File: config.mk
export PLATFORM = sky130hd
export DESIGN_NAME = stage_fe_flat
export DESIGN_NICKNAME = d
export VERILOG_FILES = /design/src/rtl/stage_fe_pkg.sv /design/src/rtl/stage_fe_if.sv /design/src/rtl/fe_inst_queue.sv /design/src/rtl/stage_fe.sv /design/src/flat_wrapper.sv
export SDC_FILE = /design/constraint.sdc
export NUM_CORES = 1
export LEC_CHECK = 0
export CAP_MARGIN = 40
export CORE_UTILIZATION = 26
export CTS_BUF_LIST = sky130_fd_sc_hd__clkbuf_2
export DETAILED_ROUTE_END_ITERATION = 8
export GPL_ROUTABILITY_DRIVEN = 0
export PLACE_DENSITY_LB_ADDON = 0.1
export SLEW_MARGIN = 15
export SYNTH_ARGS = -nofsm -noshare
export SYNTH_HDL_FRONTEND = slang
export SYNTH_SLANG_ARGS = --single-unit
File: constraint.sdc
create_clock -name clk -period 8.25 [get_ports clk]
set_clock_uncertainty 0.2 [all_clocks]
set_input_delay 0.825 -clock clk [delete_from_list [all_inputs] [get_ports clk]]
set_output_delay 0.825 -clock clk [all_outputs]
set_load 0.01 [all_outputs]
File: src/rtl/stage_fe_pkg.sv
// Shared types and constants for the fetch stage: widths, the NOP word,
// FSM encodings and the queue entry layout.
package stage_fe_pkg;

  localparam int ADDR_W = 32;
  localparam int INST_W = 32;

  // addi x0, x0, 0 -- the canonical bubble handed to decode
  localparam logic [INST_W-1:0] INST_NOP = 32'h0000_0013;

  // Fetch FSM encodings, kept as plain constants for legacy tools
  localparam logic [1:0] FE_S_IDLE = 2'd0;
  localparam logic [1:0] FE_S_REQ  = 2'd1;
  localparam logic [1:0] FE_S_WAIT = 2'd2;

  typedef struct packed {
    logic [ADDR_W-1:0] pc;
    logic [INST_W-1:0] inst;
  } fe_entry_t;

  // Instruction addresses are always word aligned; low bits are dropped
  function automatic logic [ADDR_W-1:0] align_word(input logic [ADDR_W-1:0] addr);
    return {addr[ADDR_W-1:2], 2'b00};
  endfunction

endpackage

File: src/rtl/stage_fe_if.sv
// Instruction-memory port: valid/ready request channel plus a valid-only
// response channel carrying exactly one word per accepted request.
interface stage_fe_if;
  import stage_fe_pkg::*;

  logic              req_valid;
  logic              req_ready;
  logic [ADDR_W-1:0] req_addr;
  logic              resp_valid;
  logic [INST_W-1:0] resp_data;

  modport master (
    output req_valid,
    output req_addr,
    input  req_ready,
    input  resp_valid,
    input  resp_data
  );

  modport slave (
    input  req_valid,
    input  req_addr,
    output req_ready,
    output resp_valid,
    output resp_data
  );

endinterface

File: src/rtl/fe_inst_queue.sv
// Small synchronous FIFO of {pc, inst} pairs between the fetch FSM and the
// decode-facing output register. Clear beats push and pop in the same cycle.
module fe_inst_queue
  import stage_fe_pkg::*;
#(
  parameter int DEPTH = 2
) (
  input  logic                    clk,
  input  logic                    rst,
  input  logic                    push_i,
  input  logic                    pop_i,
  input  logic                    clear_i,
  input  fe_entry_t               push_data_i,
  output fe_entry_t               head_o,
  output logic [$clog2(DEPTH):0]  count_o,
  output logic                    empty_o
);

  localparam int PTR_W = $clog2(DEPTH);
  localparam int CNT_W = PTR_W + 1;

  fe_entry_t        mem_q [DEPTH];
  logic [PTR_W-1:0] wr_ptr_q, wr_ptr_d;
  logic [PTR_W-1:0] rd_ptr_q, rd_ptr_d;
  logic [CNT_W-1:0] count_q, count_d;
  logic             full;
  logic             do_push;
  logic             do_pop;

  assign full    = (count_q == CNT_W'(DEPTH));
  assign empty_o = (count_q == '0);
  assign do_push = push_i && !full && !clear_i;
  assign do_pop  = pop_i && !empty_o && !clear_i;
  assign head_o  = mem_q[rd_ptr_q];
  assign count_o = count_q;

  // Pointer and occupancy bookkeeping; power-of-2 depth lets pointers wrap naturally
  always_comb begin
    wr_ptr_d = wr_ptr_q;
    rd_ptr_d = rd_ptr_q;
    count_d  = count_q;
    if (clear_i) begin
      wr_ptr_d = '0;
      rd_ptr_d = '0;
      count_d  = '0;
    end else begin
      if (do_push) begin
        wr_ptr_d = wr_ptr_q + PTR_W'(1);
      end
      if (do_pop) begin
        rd_ptr_d = rd_ptr_q + PTR_W'(1);
      end
      case ({do_push, do_pop})
        2'b10:   count_d = count_q + CNT_W'(1);
        2'b01:   count_d = count_q - CNT_W'(1);
        default: count_d = count_q;
      endcase
    end
  end

  // Pointer/count registers with synchronous reset
  always_ff @(posedge clk) begin
    if (rst) begin
      wr_ptr_q <= '0;
      rd_ptr_q <= '0;
      count_q  <= '0;
    end else begin
      wr_ptr_q <= wr_ptr_d;
      rd_ptr_q <= rd_ptr_d;
      count_q  <= count_d;
    end
  end

  // Entry storage needs no reset: it is only read once the count says it is valid
  always_ff @(posedge clk) begin
    if (do_push) begin
      mem_q[wr_ptr_q] <= push_data_i;
    end
  end

endmodule

File: src/rtl/stage_fe.sv
// Instruction-fetch stage: owns the PC, issues one outstanding request at a
// time, buffers returned words and presents a registered inst/pc/flush slot
// to decode. Redirects from EX kill everything fetched but not yet delivered.
module stage_fe
  import stage_fe_pkg::*;
#(
  parameter logic [ADDR_W-1:0] RESET_PC    = 32'h0000_0000,
  parameter int                QUEUE_DEPTH = 2
) (
  input  logic              clk,
  input  logic              rst,
  input  logic              en_i,
  input  logic              stall_i,
  input  logic              redirect_i,
  input  logic [ADDR_W-1:0] redirect_pc_i,
  stage_fe_if.master        imem,
  output logic [INST_W-1:0] out_inst_o,
  output logic [ADDR_W-1:0] out_pc_o,
  output logic              out_flush_o
);

  localparam int CNT_W = $clog2(QUEUE_DEPTH) + 1;

  logic [1:0]        state_q, state_d;
  logic [ADDR_W-1:0] pc_q, pc_d;
  logic [ADDR_W-1:0] addr_q, addr_d;
  logic              drop_q, drop_d;
  logic [INST_W-1:0] out_inst_q, out_inst_d;
  logic [ADDR_W-1:0] out_pc_q, out_pc_d;
  logic              out_flush_q, out_flush_d;

  logic [CNT_W-1:0]  q_count;
  logic              q_empty;
  fe_entry_t         q_head;
  fe_entry_t         q_push_data;
  logic              q_push;
  logic              q_pop;
  logic              q_clear;
  logic              issue_ok;
  logic              resp_take;

  // Only IDLE can issue, and nothing is in flight there, so occupancy alone
  // decides whether the returning word is guaranteed a free slot.
  assign issue_ok  = (q_count < CNT_W'(QUEUE_DEPTH));
  assign resp_take = (state_q == FE_S_WAIT) && imem.resp_valid;

  assign imem.req_valid = (state_q == FE_S_REQ);
  assign imem.req_addr  = addr_q;

  // The request address doubles as the PC of the returning word
  assign q_push_data = '{pc: addr_q, inst: imem.resp_data};
  assign q_push      = en_i && resp_take && !drop_q && !redirect_i;
  assign q_pop       = en_i && !stall_i && !redirect_i && !q_empty;
  assign q_clear     = en_i && redirect_i;

  assign out_inst_o  = out_inst_q;
  assign out_pc_o    = out_pc_q;
  assign out_flush_o = out_flush_q;

  fe_inst_queue #(
    .DEPTH(QUEUE_DEPTH)
  ) u_queue (
    .clk        (clk),
    .rst        (rst),
    .push_i     (q_push),
    .pop_i      (q_pop),
    .clear_i    (q_clear),
    .push_data_i(q_push_data),
    .head_o     (q_head),
    .count_o    (q_count),
    .empty_o    (q_empty)
  );

  // Fetch FSM, PC advance and the drop flag that kills a word already in flight
  always_comb begin
    state_d = state_q;
    pc_d    = pc_q;
    addr_d  = addr_q;
    drop_d  = drop_q;
    case (state_q)
      FE_S_IDLE: begin
        if (!redirect_i && issue_ok) begin
          state_d = FE_S_REQ;
          addr_d  = pc_q;
        end
      end
      FE_S_REQ: begin
        if (imem.req_ready) begin
          state_d = FE_S_WAIT;
          // After an earlier redirect the PC already holds the new target
          if (!redirect_i && !drop_q) begin
            pc_d = pc_q + ADDR_W'(4);
          end
        end
      end
      FE_S_WAIT: begin
        if (imem.resp_valid) begin
          state_d = FE_S_IDLE;
          drop_d  = 1'b0;
        end
      end
      default: begin
        state_d = FE_S_IDLE;
      end
    endcase
    if (redirect_i) begin
      pc_d = align_word(redirect_pc_i);
      if ((state_q == FE_S_REQ) || ((state_q == FE_S_WAIT) && !imem.resp_valid)) begin
        drop_d = 1'b1;
      end
    end
  end

  // Decode-facing slot: redirect forces a bubble, stall holds, otherwise pop or bubble
  always_comb begin
    out_inst_d  = out_inst_q;
    out_pc_d    = out_pc_q;
    out_flush_d = out_flush_q;
    if (redirect_i) begin
      out_inst_d  = INST_NOP;
      out_flush_d = 1'b1;
    end else if (!stall_i) begin
      if (!q_empty) begin
        out_inst_d  = q_head.inst;
        out_pc_d    = q_head.pc;
        out_flush_d = 1'b0;
      end else begin
        out_inst_d  = INST_NOP;
        out_flush_d = 1'b1;
      end
    end
  end

  // State registers: reset wins, then the global enable gates every update
  always_ff @(posedge clk) begin
    if (rst) begin
      state_q     <= FE_S_IDLE;
      pc_q        <= RESET_PC;
      addr_q      <= RESET_PC;
      drop_q      <= 1'b0;
      out_inst_q  <= INST_NOP;
      out_pc_q    <= RESET_PC;
      out_flush_q <= 1'b1;
    end else if (en_i) begin
      state_q     <= state_d;
      pc_q        <= pc_d;
      addr_q      <= addr_d;
      drop_q      <= drop_d;
      out_inst_q  <= out_inst_d;
      out_pc_q    <= out_pc_d;
      out_flush_q <= out_flush_d;
    end
  end

endmodule

File: src/flat_wrapper.sv
// flat-port wrapper written by rule: the top's interface ports become plain ports
module stage_fe_flat import stage_fe_pkg::*;
#(
  parameter logic [ADDR_W-1:0] RESET_PC    = 32'h0000_0000,
  parameter int                QUEUE_DEPTH = 2
)
  (clk, rst, en_i, stall_i, redirect_i, redirect_pc_i, out_inst_o, out_pc_o, out_flush_o, imem_req_valid, imem_req_addr, imem_req_ready, imem_resp_valid, imem_resp_data);
  stage_fe_if imem_i ();
  input  logic clk;
  input  logic rst;
  input  logic en_i;
  input  logic stall_i;
  input  logic redirect_i;
  input  logic [ADDR_W-1:0] redirect_pc_i;
  output logic [INST_W-1:0] out_inst_o;
  output logic [ADDR_W-1:0] out_pc_o;
  output logic out_flush_o;
  output wire logic [$bits(imem_i.req_valid)-1:0] imem_req_valid;
  output wire logic [$bits(imem_i.req_addr)-1:0] imem_req_addr;
  input wire logic [$bits(imem_i.req_ready)-1:0] imem_req_ready;
  input wire logic [$bits(imem_i.resp_valid)-1:0] imem_resp_valid;
  input wire logic [$bits(imem_i.resp_data)-1:0] imem_resp_data;
  assign imem_req_valid = imem_i.req_valid;
  assign imem_req_addr = imem_i.req_addr;
  assign imem_i.req_ready = imem_req_ready;
  assign imem_i.resp_valid = imem_resp_valid;
  assign imem_i.resp_data = imem_resp_data;
  stage_fe #(.RESET_PC(RESET_PC), .QUEUE_DEPTH(QUEUE_DEPTH)) u_core (.clk(clk), .rst(rst), .en_i(en_i), .stall_i(stall_i), .redirect_i(redirect_i), .redirect_pc_i(redirect_pc_i), .imem(imem_i), .out_inst_o(out_inst_o), .out_pc_o(out_pc_o), .out_flush_o(out_flush_o));
endmodule
# Word level (Yosys, flattened, before mapping)
# Memories as Yosys holds them, arrays and structs flattened. A register that Yosys moved wholly into a read port is not among the register bits.
# Cells that the tools add are included.
# Widths: inputs -> output; s select.
# op_classes
addsub	5
mul	0
div	0
order_cmp	1
eq_ne	9
shift	0
muxes	23
bitwise_logic	3
n_reduce_logical	35
# op_table
cell	n
$mux 32	7
$add 32x3->32 const B	1
$logic_and 1x1->1	15
$reduce_and 4->1	3
$mux 1	11
$reduce_bool 2->1	4
$logic_not 1->1	7
$eq 2x2->1 const B	3
$mux 2	3
$ne 2x1->1 const B	3
$pmux 2 s3	1
$eq 2x1->1 const B	2
$logic_not 2->1	2
$pmux 2 s2	1
$not 1->1	3
$reduce_and 3->1	1
$add 1x1->1 const B	2
$add 2x1->2 const B	1
$lt 2x2->1 const B	1
$ne 2x2->1 const B	1
$reduce_and 2->1	1
$reduce_or 2->1	1
$sub 2x1->2 const B	1
$logic_or 1x1->1	1
# totals
register_bits	136
latchBits	0
mem_bits_rw	128
rom_bits	0
inputBits	71
n_memories	1
# mem_list
memory	depth	word_bits	read_ports	rd_ports_with_merged_regs	write_ports	line	text
u_core.u_queue.mem_q	2	64	1	1	1	fe_inst_queue.sv:22	fe_entry_t mem_q [DEPTH];

# Longest topological paths before layout
# Gate-level depths: netlist (run 1).
# logic_depth
word_depth	9
ltp_mapped	10
mapped_depth_nobuf	9

# Cells and area by module
# A second synthesis (run 1) with hierarchy kept.
# unflattened
hier_cells	973
area_unflattened_um2	10461.3
# by_module_without_submodules
mod	n_inst	cells_each	area_each_um2	seq_area_each_um2
stage_fe	1	747	5634.2	2562.5
fe_inst_queue	1	226	4827.1	3943.8

# Least setup slack after synthesis (run 1)
# OpenSTA, ideal clock, no wires.
# synth_path
kind	input to register
start	input port en_i
end	memory u_core.u_queue.mem_q[0][0] in the netlist's numbering (enable)
arrival_ps	4265
required_time_ps	7568
setup_slack_ps	3303
stages	6
path_buffers	1
path_cell_list	buf_4 > and2b_1 > nand2b_1 > nor4_2 > inv_1 > nor2_1
# synth_between
elab_chain_len	7
# synth_rtl
element	line	text
start: declaration	flat_wrapper.sv:11	input logic en_i;
$logic_and 1x1->1 (3 in series)	stage_fe.sv:52	assign q_push = en_i && resp_take && !drop_q && !redirect_i;
$logic_and 1x1->1	fe_inst_queue.sv:32	assign do_push = push_i && !full && !clear_i;
$logic_and 1x1->1 (*)	fe_inst_queue.sv:32	
$mux 1 (*)	fe_inst_queue.sv:76	if (do_push) begin
$mux 1 (not written as such) (*)	fe_inst_queue.sv:77	mem_q[wr_ptr_q] <= push_data_i;
end: declaration	fe_inst_queue.sv:22	
# Every way passes the cells marked *; elsewhere a longest branch is shown, timed or not.

# Worst setup path after layout (run 1)
# layout_path
start	input port en_i
end	memory u_core.u_queue.mem_q[0][41] in the netlist's numbering (enable)
# The elaborated chain is that of the path after synthesis.

==> results of run 1 <==
through the flow:
stage                     worst slack (ps)  hold slack [ps]
final                                 4760              248
after global routing                  4600              158
after CTS                             4810              130
after detailed placement              3810              237
after floorplan                       3300              245
after global placement                3820              231
final timing paths:
check,end,cells after the start
setup / recovery,u_core.u_queue.mem_q[0][41],8
hold / removal,u_core.out_flush_o,2
setup reg to reg,u_core.u_queue.mem_q[0][41],5
hold reg to reg,u_core.out_flush_o,2
per-layer routing:
| layer | wire (um) | track usage | share of wire | up-vias |
|---|---|---|---|---|
| met5 | 0 | 0 | 0 | - |
| met4 | 492 | 0.0566 | 0.017 | 0 |
| met3 | 1630 | 0.0449 | 0.058 | 41 |
| met2 | 13200 | 0.228 | 0.47 | 197 |
| met1 | 13000 | 0.191 | 0.46 | 3495 |
| li1 | - | - | - | 3614 |
cell usage after synthesis, drive strengths merged, types with 3 or more instances:
library cell | number | area share
inv | 6 | 0.0022
and2 | 6 | 0.0039
o21ai | 18 | 0.010
and3 | 12 | 0.0075
a22oi | 34 | 0.025
a22o | 4 | 0.0035
a311oi | 4 | 0.0035
dfxtp | 131 | 0.26
a31o | 5 | 0.0044
o31ai | 6 | 0.0045
nor4 | 6 | 0.0044
nor3 | 10 | 0.0061
mux2 | 29 | 0.033
mux2i | 39 | 0.039
nand2 | 94 | 0.035
buf | 38 | 0.021
clkbuf | 29 | 0.011
or3 | 6 | 0.0037
nor2 | 92 | 0.034
xnor2 | 4 | 0.0035
nand3 | 22 | 0.012
nand4 | 7 | 0.0050
o211ai | 5 | 0.0037
a31oi | 10 | 0.0062
a32o | 3 | 0.0030
a21oi | 46 | 0.023
and4 | 4 | 0.0035
a211oi | 37 | 0.028
edfxtp | 124 | 0.37
layout make-up:
class | count | area share
well taps | 511 | 0.0500
repair buffers | 174 | 0.136
clock inverters | 14 | 0.00616
flip-flops and latches | 255 | 0.496
multi-input cells | 538 | 0.263
clock buffers | 116 | 0.0454
inverters | 6 | 0.00176
diodes | 2 | 0.000391
worst reg2reg max path: cells and delay by family (launching register included):
| family | cells | cell delay, ps |
|---|---|---|
| buffers and inverters | 2 | 810 |
| DFF | 1 | 360 |
| and+or+nand+nor | 3 | 1130 |
state kept, by name, indices dropped and copies added (netlist names), named ones only:
signal / flops
u_core.u_queue.count_o: 2
u_core.state_q: 2
u_core.imem.req_addr: 30
u_core.out_inst_o: 32
u_core.u_queue.rd_ptr_q: 1
u_core.out_flush_o: 1
u_core.drop_q: 1
u_core.u_queue.wr_ptr_q: 1
u_core.u_queue.mem_q: 124
u_core.pc_q: 30
u_core.out_pc_o: 30
power breakdown:
part           internal (mW)  leakage (nW)  total [mW]  switching [mW]
registers               1.33          2.15        1.35          0.0194
logic                 0.0595          1.52       0.131          0.0712
clock network          0.397         0.519       0.935           0.538
total                   1.79          4.19        2.42           0.629
cells by family after synthesis:
group,share of synthesized area
and+or+nand+nor,0.123
DFF,0.633
AOI/OAI and AO/OA,0.132
buffers and inverters,0.0342
muxes,0.0715
xor gates and xnor gates,0.00437
adders and majority gates,0.00250
other,0.000374
layout by cell type (no fill, tap or decap), drive strengths merged, types with 5 or more instances in the layout:
cell type | netlist | final
nor4 | 6 | 6
clkdlybuf4s50 | 0 | 160
and2 | 6 | 6
clkbuf | 29 | 116
nand4 | 7 | 7
nand2 | 94 | 94
mux2i | 39 | 39
buf | 38 | 14
nor2 | 92 | 92
a31oi | 10 | 10
nor3 | 10 | 10
o21ai | 18 | 18
a211oi | 37 | 37
mux2 | 29 | 29
edfxtp | 124 | 124
or3 | 6 | 6
a22oi | 34 | 34
and3 | 12 | 12
dfxtp | 131 | 131
o31ai | 6 | 6
a31o | 5 | 5
o211ai | 5 | 5
inv | 6 | 7
a21oi | 46 | 46
clkinv | 0 | 12
nand3 | 22 | 22
==> run summary, run 1 <==
### Status
* status: finished, final reports clean

### Power
* Total Power Consumption: 2.42 mW
* worst supply voltage drop on vdd: 0.0839 mV
* power per unit of standard cell area: 189 nW/um^2
* static leakage: 4.19 nW

### Floorplan
* floorplan die height: 198 um
* Horiz. Die Dim: 198 um
* total die area: 39400 um^2
* initial core utilization: 0.265
* placement row count: 71
* number of top-level pins: 169
* floorplan core area: 37800 um^2

### Yosys
* count of flip-flops with a built-in enable after synthesis: 124
* cell area after technology mapping: 10000 um^2
* count of state elements after synthesis: 255
* async set-reset flop share out of synthesis: 0
* Avg Inst Size Synth: 11.6 um^2
* Gate Count Post-Synth: 863
* Seq/Total Area, Yosys: 0.633
* YS warnings: 0
* ys flop type: dfxtp_1
* Yosys cell types: 63

### Clock network
* latest clock arrival within the worst-skew pair: 890 ps
* CTS H-tree lvls: 3
* buffers inserted during post-CTS setup optimization: 0
* Post-CTS Resized: 0
* number of buffers added by the clock tree synthesis step: 73
* TritonCTS clock tree: built
* clock-pin slew on the worst setup and hold paths: 90 ps
* Sinks on Clock Net: 255
* number of hold buffers added after cts: 0
* maximum clock insertion buffer count: 3
* clock tree root buffer cell: clkbuf_2

### Critical path
* launching point of the worst reg2reg path: u_core.state_q[0]
* Worst Setup End Kind: flip-flop
* worst path bufs/invs: 4
* Slowest-stage cell, CP: buf_4
* crit start category: input pin
* slack of the worst reg-to-reg path: 5290 ps
* cell repeated most along the worst path: buf_4
* critical path fanouts, max: 44
* source of the critical timing path: en_i
* required time worst endpoint: 8520 ps
* dominant delay contributor by cell family on the critical path: buffers and inverters
* worst setup path category: in2reg
* data arrival time of the worst path: 3770 ps
* biggest cell delay along the critical path: 650 ps
* critical path cell sequence: clkdlybuf4s50_1, buf_4, and2b_1, nand2b_1, nor4_2, inv_1, nor2_4, buf_4

### Route
* via count: 7347
* final routed DRC violation total: 0
* First-pass DRT Iterations: 5
* DRT antenna net count: 0
* iteration-0 DRC count of the detailed router: 385
* wire length per cell: 17.5 um
* via-per-instance ratio: 4.55
* Routed WL: 28300 um

### Timing
* final critical-path share of the clock period: 0.423
* post-route setup TNS: 0 ps
* RSZ-0062 raised after global routing: no
* worst-margin pin slew: 849 ps
* Max Slew Vio Count: 0
* final critical delay including setup and external delays: 3490 ps
* worst relative slew slack: 0.432
* maximum clock frequency: 286 MHz
* count of endpoints failing hold in the final timing report: 0
* Final setup violation count: 0

### GRT
* wire length of the first global-routing pass: 42900 um
* number of antenna violations at the first check in global routing: 2
* overall global routing resource usage: 0.147
* Remaining Overflow, GRT: 0
* largest net degree at the start of global routing: 69
* number of global-route vias before repair: 7244

### Hold path
* source of the worst hold timing path: u_core.out_flush_o
* Hold WC Path Type: reg2reg

### Placed design
* half-perimeter wire length of the detailed placement result: 17600 um
* Inst Count DP: 1484
* instance area after placement: 12100 um^2
* number of buffers added on ports: 162

### Cells and area
* # nets final: 1121
* final cell area excluding filler cells: 12800 um^2
* ratio of cells with drive above 1 in the final layout: 0.164
* number of non-filler instances in the completed layout: 1616
* Fill cells: 3922
* Layout area overhead: 27.6%
* area of the multi-input gates: 3370 um^2
* Util after Layout: 0.338
* area taken by flip-flops and latches: 6350 um^2

### Run
* number of max-cap violations: 0

Note: power is estimated with default switching activity, not from simulation.
==> inputs of run 2 (changes only) <==
clock period = 3 ns   (was 8.25 ns; I/O delays follow)
==> run summary, run 2 (same netlist as run 1, synthesis figures left out) <==
### Status
* status: finished, final reports clean, unchanged

### Hold path
* Hold WC Path Type: in2reg, was reg2reg
* source of the worst hold timing path: redirect_i, was u_core.out_flush_o
* number of stages on the worst hold path: 4, was 2
* Hold Path End: u_core.pc_q[29], was u_core.out_flush_o

### Clock network
* TritonCTS clock tree: built, unchanged
* number of buffers added by the clock tree synthesis step: 76, was 73
* latest clock arrival within the worst-skew pair: 920 ps, was 890 ps
* clock-pin slew on the worst setup and hold paths: 90 ps, about the same
* CTS H-tree lvls: 3, unchanged
* Sinks on Clock Net: 255, unchanged
* maximum clock insertion buffer count: 3, unchanged
* clock tree root buffer cell: clkbuf_2, unchanged

### Route
* First-pass DRT Iterations: 4, was 5
* iteration-0 DRC count of the detailed router: 351, was 385
* total length of routed met2 wires: 12700 um, was 13200 um
* Routed WL: 28400 um, was 28300 um
* wire length per cell: 16.6 um, was 17.5 um
* final routed DRC violation total: 0, unchanged
* wire length the detailed router placed on met1: 13300 um, was 13000 um
* via-per-instance ratio: 4.46, was 4.55
* WL met3: 1620 um, was 1630 um
* highest metal layer with signal wires: met4, unchanged
* DRT antenna net count: 0, unchanged
* via count: 7623, was 7347

### Timing
* post-route setup TNS: 0 ps, unchanged
* Post-Route Hold Slack: 146 ps, was 248 ps
* maximum clock frequency: 382 MHz
* worst-margin pin slew: 654 ps, was 849 ps
* worst relative slew slack: 0.564, was 0.432
* Max Slew Vio Count: 0, unchanged
* count of endpoints failing hold in the final timing report: 0, unchanged
* RSZ-0062 raised after global routing: no, unchanged
* Final setup violation count: 0, unchanged
* final critical-path share of the clock period: 0.873
* least setup slack across all paths after layout: 382 ps, was 4760 ps
* final critical delay including setup and external delays: 2620 ps

### Floorplan
* Horiz. Die Dim: 198 um, unchanged
* floorplan die height: 198 um, unchanged
* placement row count: 71, unchanged
* floorplan core area: 37800 um^2, unchanged
* total die area: 39400 um^2, unchanged
* number of top-level pins: 169, unchanged
* initial core utilization: 0.265, unchanged

### GRT
* largest net degree at the start of global routing: 84, was 69
* number of antenna violations at the first check in global routing: 2, unchanged
* Remaining Overflow, GRT: 0, unchanged
* wire length of the first global-routing pass: 43800 um, was 42900 um
* overall global routing resource usage: 0.147, about the same
* number of global-route vias before repair: 7731, was 7244

### Critical path
* worst setup path category: reg2out, was in2reg
* Slowest-stage cell, CP: clkdlybuf4s50_1, was buf_4
* Worst Reg-to-Reg Cells: 6, was 5
* end of the worst register-to-register path: u_core.pc_q[16], was u_core.u_queue.mem_q[0][41]
* slack of the worst reg-to-reg path: 580 ps, was 5290 ps
* critical path cell sequence: nor2b_1, clkdlybuf4s50_1, was clkdlybuf4s50_1, buf_4, and2b_1, nand2b_1, nor4_2, inv_1, nor2_4, buf_4
* required time worst endpoint: 2500 ps, was 8520 ps
* crit start category: flip-flop, was input pin
* launching point of the worst reg2reg path: u_core.pc_q[3], was u_core.state_q[0]
* biggest cell delay along the critical path: 590 ps, was 650 ps
* critical path fanouts, max: 7, was 44
* data arrival time of the worst path: 2120 ps, was 3770 ps
* Worst Setup End Kind: primary output, was flip-flop

### Cells and area
* most common cell after layout, fill and taps aside: clkdlybuf4s50_1, unchanged
* commonest cells after routing, fill and taps aside: clkdlybuf4s50_1 (160), dfxtp_1 (130), edfxtp_1 (124), clkbuf_2 (116), nand2_1 (94), unchanged
* # nets final: 1209, was 1121
* flip-flop count of the largest register after layout: 124, unchanged
* Layout area overhead: 36.7%, was 27.6%
* Fill cells: 3939, was 3922
* ratio of cells with drive above 1 in the final layout: 0.169, was 0.164
* register ranked first by flip-flop count: u_core.u_queue.mem_q, unchanged
* number of non-filler instances in the completed layout: 1710, was 1616

### Power
* share of total power in combinational logic: 0.065, was 0.054
* Total Power Consumption: 6.85 mW, was 2.42 mW
* power per unit of standard cell area: 500 nW/um^2, was 189 nW/um^2
* static leakage: 4.59 nW, was 4.19 nW
* cell-internal power: 5.02 mW, was 1.79 mW
* net switching share of the total power: 0.267, was 0.260
* fraction of power consumed by sequential logic: 0.543, was 0.559
* worst supply voltage drop on vdd: 0.235 mV, was 0.0839 mV
* clock share of power: 0.392, was 0.387
* net load switching power: 1.83 mW, was 629 uW

### Placed design
* worst setup timing slack at the placement stage: 315 ps, was 3810 ps
* number of buffers added on ports: 162, unchanged
* half-perimeter wire length of the detailed placement result: 18000 um, was 17600 um
* Inst Count DP: 1500, was 1484

### Run
* number of max-cap violations: 0, unchanged

==> run 2: changes by cell type in the layout (fill, tap and decap cells not counted), sizes merged <==
| cell | delta |
|---|---|
| inv | +1 |
| clkinvlp | +2 |
| buf | +16 |
| dlygate4sd3 | +69 |
| clkinv | +6 |
==> run 2: power groups by stage <==
stage	logic (mW)	clock network (mW)	registers (mW)
4_1_cts	0.451	2.86	3.72
6_report	0.443	2.69	3.72
2_1_floorplan	0.182	0	3.78
5_1_grt	0.484	3.04	3.73
3_3_place_gp	0.377	0	3.80
3_5_place_dp	0.377	0	3.80
==> run 2: final cells by class <==
class / instances / area (um^2) / share of cell area
flip-flops and latches: 255 / 6350 / 0.463
multi-input cells: 538 / 3370 / 0.246
repair buffers: 259 / 2600 / 0.190
well taps: 511 / 639 / 0.0467
clock buffers: 116 / 581 / 0.0424
clock inverters: 23 / 135 / 0.00986
inverters: 6 / 22.5 / 0.00164
diodes: 2 / 5.00 / 0.000365
==> run 2: layer usage <==
| metal | global-route usage | vias up |
|---|---|---|
| li1 | - | 3794 |
| met1 | 0.197 | 3572 |
| met2 | 0.225 | 203 |
| met3 | 0.0404 | 54 |
| met4 | 0.0589 | 0 |
| met5 | 0 | - |
==> run 2: critical path: cells and delay by family, from the launching register on <==
kind	cells	cell delay, ps
buffers and inverters	1	590
AND/OR/NAND/NOR	1	210
flip-flops	1	440
==> run 2: how the worst max path moves through the flow <==
stage,start,to,cells past startpoint
final,u_core.state_q[0],imem_req_valid,2
after global routing,u_core.state_q[0],imem_req_valid,2
after CTS,u_core.state_q[0],imem_req_valid,2
after detailed placement,en_i,u_core.u_queue.mem_q[0][44],7
after global placement,en_i,u_core.u_queue.mem_q[1][45],6
after floorplan,en_i,u_core.u_queue.mem_q[0][0],6
==> run 2: repair_timing <==
action	in CTS	in global routing
setup buffers	0	0
hold buffers	69	0
endpoints found under the hold margin	195	0
gates resized for setup	0	0
endpoints found under the setup margin	0	0
==> run 2: metrics by stage <==
stage / util / cell area, um^2
global placement: 0.325 / 12300
floorplan: - / 10000
global route: 0.362 / 13700
finish: 0.362 / 13700
CTS: 0.362 / 13700
detailed placement: 0.325 / 12300
==> inputs of run 3 (changes only) <==
CORE_ASPECT_RATIO = 0.9   (was not set)
clock period = 2.3 ns   (was 3 ns; I/O delays follow)
==> run summary, run 3 (same netlist as run 1, synthesis figures left out) <==
### Status
* status: finished, final reports clean, unchanged

### Cells and area
* # nets final: 1244, was 1209
* Layout area overhead: 39.3%, was 36.7%
* flip-flop count of the largest register after layout: 124, unchanged
* register ranked first by flip-flop count: u_core.u_queue.mem_q, unchanged
* commonest cells after routing, fill and taps aside: edfxtp_1 (124), clkbuf_2 (120), dfxtp_1 (112), nand2_1 (93), dlygate4sd2_1 (93), was clkdlybuf4s50_1 (160), dfxtp_1 (130), edfxtp_1 (124), clkbuf_2 (116), nand2_1 (94)
* Util after Layout: 0.371, was 0.362
* most common cell after layout, fill and taps aside: edfxtp_1, was clkdlybuf4s50_1
* ratio of cells with drive above 1 in the final layout: 0.215, was 0.169

### Clock network
* clock tree root buffer cell: clkbuf_2, unchanged
* CTS H-tree lvls: 3, unchanged
* clock-pin slew on the worst setup and hold paths: 90 ps, about the same
* maximum clock insertion buffer count: 3, unchanged
* latest clock arrival within the worst-skew pair: 940 ps, was 920 ps
* Sinks on Clock Net: 255, unchanged
* TritonCTS clock tree: built, unchanged
* number of buffers added by the clock tree synthesis step: 73, was 76

### Route
* wire length per cell: 16.9 um, was 16.6 um
* via count: 7813, was 7623
* First-pass DRT Iterations: 5, was 4
* final routed DRC violation total: 0, unchanged
* iteration-0 DRC count of the detailed router: 344, was 351
* via-per-instance ratio: 4.55, was 4.46
* Routed WL: 29000 um, was 28400 um
* DRT antenna net count: 0, unchanged

### Timing
* post-route setup TNS: 0 ps, unchanged
* final critical delay including setup and external delays: 2140 ps
* maximum clock frequency: 468 MHz
* least setup slack across all paths after layout: 162 ps, was 382 ps
* final critical-path share of the clock period: 0.929
* worst relative slew slack: 0.596, was 0.564
* count of endpoints failing hold in the final timing report: 0, unchanged
* Post-Route Hold Slack: 119 ps, was 146 ps
* Max Slew Vio Count: 0, unchanged
* Final setup violation count: 0, unchanged
* worst-margin pin slew: 606 ps, was 654 ps

### Critical path
* crit start category: flip-flop, unchanged
* critical path cell sequence: nor2b_2, dlygate4sd2_1, was nor2b_1, clkdlybuf4s50_1
* slack of the worst reg-to-reg path: 210 ps, was 580 ps
* data arrival time of the worst path: 1710 ps, was 2120 ps
* Slowest-stage cell, CP: dfxtp_2, was clkdlybuf4s50_1
* Worst Setup End Kind: primary output, unchanged
* critical path fanouts, max: 7, unchanged
* required time worst endpoint: 1870 ps, was 2500 ps
* biggest cell delay along the critical path: 380 ps, was 590 ps
* worst setup path category: reg2out, unchanged

### Floorplan
* Horiz. Die Dim: 209 um, was 198 um
* placement row count: 67, was 71
* floorplan core area: 37600 um^2, was 37800 um^2
* total die area: 39400 um^2, unchanged
* initial core utilization: 0.266, was 0.265
* floorplan die height: 188 um, was 198 um
* number of top-level pins: 169, unchanged

### Hold path
* Hold WC Path Type: in2reg, unchanged

### Power
* cell-internal power: 6.70 mW, was 5.02 mW
* fraction of power consumed by sequential logic: 0.534, was 0.543
* worst supply voltage drop on vdd: 0.290 mV, was 0.235 mV
* static leakage: 5.28 nW, was 4.59 nW
* power per unit of standard cell area: 648 nW/um^2, was 500 nW/um^2
* net switching share of the total power: 0.260, was 0.267
* net load switching power: 2.36 mW, was 1.83 mW
* share of total power in combinational logic: 0.070, was 0.065
* Total Power Consumption: 9.05 mW, was 6.85 mW
* clock share of power: 0.396, was 0.392

### GRT
* number of antenna violations at the first check in global routing: 2, unchanged
* Remaining Overflow, GRT: 0, unchanged
* largest net degree at the start of global routing: 115, was 84
* wire length of the first global-routing pass: 45100 um, was 43800 um
* overall global routing resource usage: 0.149, was 0.147
* number of global-route vias before repair: 7808, was 7731

### Placed design
* number of buffers added on ports: 162, unchanged
* worst setup timing slack at the placement stage: -67.1 ps, was 315 ps
* half-perimeter wire length of the detailed placement result: 19000 um, was 18000 um

### Run
* number of max-cap violations: 0, unchanged

[run 3: cell types whose count changed in the layout (fill, tap and decap cells not counted), moves of 4 or more]
cell / before / now
dfxtp_1: 130 / 112
buf_4: 22 / 55
clkdlybuf4s50_1: 160 / 66
dlygate4sd2_1: 0 / 93
clkbuf_2: 116 / 120
buf_12: 7 / 14
clkinv_1: 16 / 10
dfxtp_2: 0 / 18
[run 3: final cells by class]
type / instances / area [um^2]
Clock buffer: 120 / 601
Clock inverter: 15 / 114
Multi-Input combinational cell: 538 / 3380
Tap cell: 483 / 604
Sequential cell: 255 / 6370
Inverter: 6 / 22.5
Fill cell: 3849 / 23700
Antenna cell: 4 / 10.0
Timing Repair Buffer: 297 / 2860
[run 3: worst max-delay path, delay by kind of cell, from the launching register on]
family | cells | cell delay, ps
buffers and inverters | 1 | 290
flip-flops | 1 | 380
AND/OR/NAND/NOR | 1 | 190
[run 3: layer usage]
layer	wire length, um	vias to the layer above	global-route usage
li1	-	3865	-
met1	14200	3700	0.205
met2	12600	191	0.220
met3	1300	57	0.0383
met4	841	0	0.0662
met5	0	-	0
[run 3: worst paths after layout]
kind | start | endpoint | cells past startpoint
worst max-delay path | u_core.state_q[0] | imem_req_valid | 2
worst min-delay path | redirect_pc_i[30] | u_core.pc_q[30] | 5
worst max register to register | u_core.pc_q[18] | u_core.pc_q[29] | 6
worst min register to register | u_core.out_flush_o | u_core.out_flush_o | 2
[run 3: power by group through the flow]
stage	registers [mW]	clock network (mW)	logic (mW)
after detailed placement	4.94	0	0.559
after floorplan	4.94	0	0.239
final	4.84	3.58	0.634
after global placement	4.94	0	0.556
after CTS	4.84	3.79	0.646
after global routing	4.85	4.01	0.694
[run 3: repair_timing]
item | in CTS | in global routing
gates resized for setup | 112 | 1
cloned | 0 | 0
setup endpoints to repair | 93 | 1
endpoints found under the hold margin | 192 | 0
hold buffers | 67 | 0
buffers inserted | 0 | 0
[run 3: metrics by stage]
step	instance area, um^2	cells
after detailed placement	12700	1512
after global placement	12700	1512
after global routing	14000	1718
after CTS	14000	1714
after floorplan	10100	866
final	14000	1718
